### config.mk
export PLATFORM = sky130hd
export DESIGN_NAME = fetch_unit
export DESIGN_NICKNAME = d
export VERILOG_FILES = /design/src/rtl/fetch_unit.sv
export SDC_FILE = /design/constraint.sdc
export NUM_CORES = 1
export LEC_CHECK = 0
export CORE_ASPECT_RATIO = 1.1
export CORE_MARGIN = 1
export CORE_UTILIZATION = 44
export CTS_BUF_LIST = sky130_fd_sc_hd__clkbuf_2 sky130_fd_sc_hd__clkbuf_4 sky130_fd_sc_hd__clkbuf_8
export DETAILED_ROUTE_END_ITERATION = 6
export PLACE_DENSITY = 0.79
export SLEW_MARGIN = 25
export SYNTH_ARGS = -nofsm -noshare
export SYNTH_HDL_FRONTEND = slang
export SYNTH_SLANG_ARGS = --single-unit
### constraint.sdc
create_clock -name clk -period 2.23 [get_ports clk]
set_clock_uncertainty 0.05 [all_clocks]
set_input_delay 0.669 -clock clk [delete_from_list [all_inputs] [get_ports clk]]
set_output_delay 0.669 -clock clk [all_outputs]
set_load 0.01 [all_outputs]
### src/rtl/fetch_unit.sv
// Instruction fetch stage: drives the fetch address and holds one fetched word for decode.
// Optional out-of-range fetch fault is enabled with `define FETCH_FAULT_EN.
module fetch_unit #(
  parameter logic [15:0] RESET_PC = 16'h0000
) (
  input  logic        clk,
  input  logic        reset,
  output logic [15:0] iAddr,
  input  logic [15:0] iDataIn,
  input  logic        redirect,
  input  logic [15:0] redirectPc,
  output logic [15:0] instOut,
  output logic [15:0] instPc,
  output logic        instValid,
  input  logic        instReady,
  output logic        fault
);

  typedef enum logic [0:0] {StRun, StFault} stateT;

  stateT       state;
  logic [15:0] pc;
  logic        slotFree;

  // The slot frees up whenever it is empty or decode is taking the word this cycle.
  assign slotFree = !instValid || instReady;
  assign iAddr    = pc;

`ifdef FETCH_FAULT_EN
  logic faultQ;
  logic pcOutOfRange;

  assign pcOutOfRange = (pc[15:10] != 6'd0);
  assign fault        = faultQ;
`else
  assign fault = 1'b0;
`endif

  always_ff @(posedge clk) begin
    if (reset) begin
      pc        <= RESET_PC;
      instValid <= 1'b0;
      instOut   <= 16'h0000;
      instPc    <= 16'h0000;
      state     <= StRun;
`ifdef FETCH_FAULT_EN
      faultQ    <= 1'b0;
`endif
    end else if (redirect) begin
      // Any word accepted this same cycle is decode's to squash.
      pc        <= redirectPc;
      instValid <= 1'b0;
      state     <= StRun;
`ifdef FETCH_FAULT_EN
      faultQ    <= 1'b0;
`endif
    end else begin
      case (state)
        StRun: begin
          if (slotFree) begin
`ifdef FETCH_FAULT_EN
            if (pcOutOfRange) begin
              state     <= StFault;
              faultQ    <= 1'b1;
              instValid <= 1'b0;
            end else
`endif
            begin
              instOut   <= iDataIn;
              instPc    <= pc;
              instValid <= 1'b1;
              pc        <= pc + 16'd1;
            end
          end
        end
        StFault: begin
          // Frozen until redirect or reset.
        end
        default: state <= StRun;
      endcase
    end
  end

endmodule

==> results.cfg, run 1 <==
[global_routing]
overflow = 0
first_global_vias = 1869
grt_start_max_net_pins = 28
grt_usage_pct = 23.1
antenna_found_initial = 0
grt_pass1_wl_um = 8560

[clock_tree]
cts_tree = built
ctsLongestPathBuffers = 2
hold_buffers = 0
path_clk_slew_ns = 0.09
clockRootBuffer = clkbuf_8
cts_resized = 0
insertion_delay_ns = 0.30
cts_made_buffers = 5
cts_setup_buffers = 0
cts_sinks = 49
ctsHtreeMaxLevel = 2

[drt]
initialDrtViolationCount = 97
routed_wirelength_um = 5470
drt-pass1-iter-count = 4
vias = 2126
route.detailed.drc = 0
final_antenna_net_count = 0
wl_per_cell_um = 13.5
viasPerCell = 5.24

[yosys]
synth_warnings = 0
ys_seq_elements = 49
yosysSeqAreaShare_pct = 48.1
yosys.area.top_type = dfxtp_1
synth_edf_count = 0
syn-cell-area_um2 = 2040
synth-main-ff-cell = dfxtp_1
synth_top_area_share_pct = 48.1
syn_nets = 299
synth_area_leaders = dfxtp_1 48%, nand2_1 15%, a21oi_1 8.1%
async_reset_ff_share_pct = 0
synthCells = 262
avgSynthCellArea_um2 = 7.78
synth_cell_types = 35

[placement]
dpl_worst_slack_ns = -0.0255
placed_cell_area_um2 = 2990
gp_congestion = 0.878
hpwl_um = 3910
portBuffers = 84

[power]
cellPowerDensity_nw_per_um2 = 635
power_switching_mw = 0.494
p_seq_share_pct = 49.4
p_leak_nw = 1.11
switching_share_pct = 25.0
combPwrFrac_pct = 17.1
ir_worst_vdd_mv = 0.365
internal_power_mw = 1.48
clkPwrFrac_pct = 33.5
power_mw = 1.98

[worst_setup_path]
cp.arrival_ns = 1.44
r2r_cells = 4
cp.depth = 1
worstSetupPathType = reg -> out
required_ns = 1.51
endpoint_kind = output pin
cpPeakStageDelay_ns = 0.61
path_buf_inv = 1
crit_family = buffers and inverters
worstPathCellList = clkdlybuf4s50_1
cp-start-kind = flip-flop
cp_max_fo = 9
slowest_stage = clkdlybuf4s50_1

[sta]
setup_viol = 0
setup_ws_ns = 0.0673
setup_tns_ns = 0
slew_violations = 0
fmax_mhz = 462
hold_violations = 0
fin_crit_sh_pct = 97.0
grt_setup_unrepaired = no
min_period_ns = 2.16

[floorplanning]
die_h_um = 73.4
chipWidth_um = 66.9
initial_core_util_pct = 46.6
dieArea_um2 = 4910
ios = 86
coreArea_um2 = 4380
core.rowCount = 25

[cells_and_area]
drive_above_1_share_pct = 7.95
design_area_um2 = 3110
final_cell_mix = 83 x clkdlybuf4s50_1, 81 x nand2_1, 49 x dfxtp_1
diodes = 0
area_growth_syn_to_layout_pct = 52.6
final_common_cell = clkdlybuf4s50_1
utilization_pct = 71.1
layout.nets = 388

[status]
status = complete, no violations

[hold_path]
worst_hold_path_type = reg -> reg
min_path_cells = 2

[run]
max_cap_viol_count = 0
## per-stage QoR
stage          hold WS (ns)  cells
2_1_floorplan         0.431    262
3_3_place_gp          0.391    398
3_5_place_dp          0.396    398
4_1_cts               0.408    406
5_1_grt               0.423    406
6_report              0.406    406
## synth_stat cells (3+ instances only)
cell and number:
nand3_1 5, a211oi_1 7, dfxtp_1 49, nor3_1 5, nor4_1 5, nand4_1 5
or4_1 3, clkbuf_1 14, a311oi_1 4, nand2_1 81, a21oi_1 33, o21ai_0 5
xnor2_1 7, nor2_1 14
## sequential cells by signal, summed over array words and instances, names as in the netlist
name,flops
iAddr,16
instOut,16
instPc,16
instValid,1
## area by class of cell
class,instances,area (um^2)
clock buffer,6,82.6
fill,373,1270
multi-input combinational,192,976
inverter,3,11.3
clock inverter,2,37.5
sequential,49,981
timing repair buffer,100,956
tap,54,67.6
## path summary, 6_finish.rpt
kind	start	to	slack, ns
hold reg to reg	instOut[2]$_SDFFE_PP0P_	instOut[2]$_SDFFE_PP0P_	0.41
setup reg to reg	iAddr[4]$_SDFFE_PP0P_	iAddr[13]$_SDFFE_PP0P_	0.31
setup / recovery	iAddr[4]$_SDFFE_PP0P_	iAddr[4]	0.07
hold / removal	instOut[2]$_SDFFE_PP0P_	instOut[2]$_SDFFE_PP0P_	0.41
## metal layers
metal / global-route usage (%) / routed length [um] / up-vias
met1: 28.9 / 2430 / 989
li1: - / - / 1072
met2: 38.6 / 2700 / 61
met5: 0 / 0 / -
met3: 3.73 / 291 / 4
met4: 10.4 / 55 / 0
## cells by family (layout without fill, tap and decap cells)
logic type               after synthesis  in the layout  share of synthesized area [%]
AND/OR/NAND/NOR                      126            126                           27.1
other                                  1              1                          0.184
XOR/XNOR                               8              8                           3.44
flip-flops                            49             49                           48.1
adder cells (fa/ha/maj)                1              1                          0.613
buffers and inverters                 21            111                           4.17
AO/OA/AOI/OAI                         56             56                           16.4
## power groups by stage
stage          Combinational (mW)  Clock [mW]  Sequential (mW)
2_1_floorplan               0.118           0             1.01
3_3_place_gp                0.334           0            0.996
3_5_place_dp                0.339           0            0.997
4_1_cts                     0.340       0.673            0.977
5_1_grt                     0.368       0.707            0.984
6_report                    0.337       0.662            0.977
Note: power is estimated with default switching activity, not from simulation.
==> inputs of run 2 (changes only) <==
--- a/config.mk
+++ b/config.mk
@@ -15,3 +15,4 @@
 export SYNTH_ARGS = -nofsm -noshare
 export SYNTH_HDL_FRONTEND = slang
 export SYNTH_SLANG_ARGS = --single-unit
+export TNS_END_PERCENT = 10
==> results of run 2 <==
Final layout, timing and power as in run 1 (identical DEF).
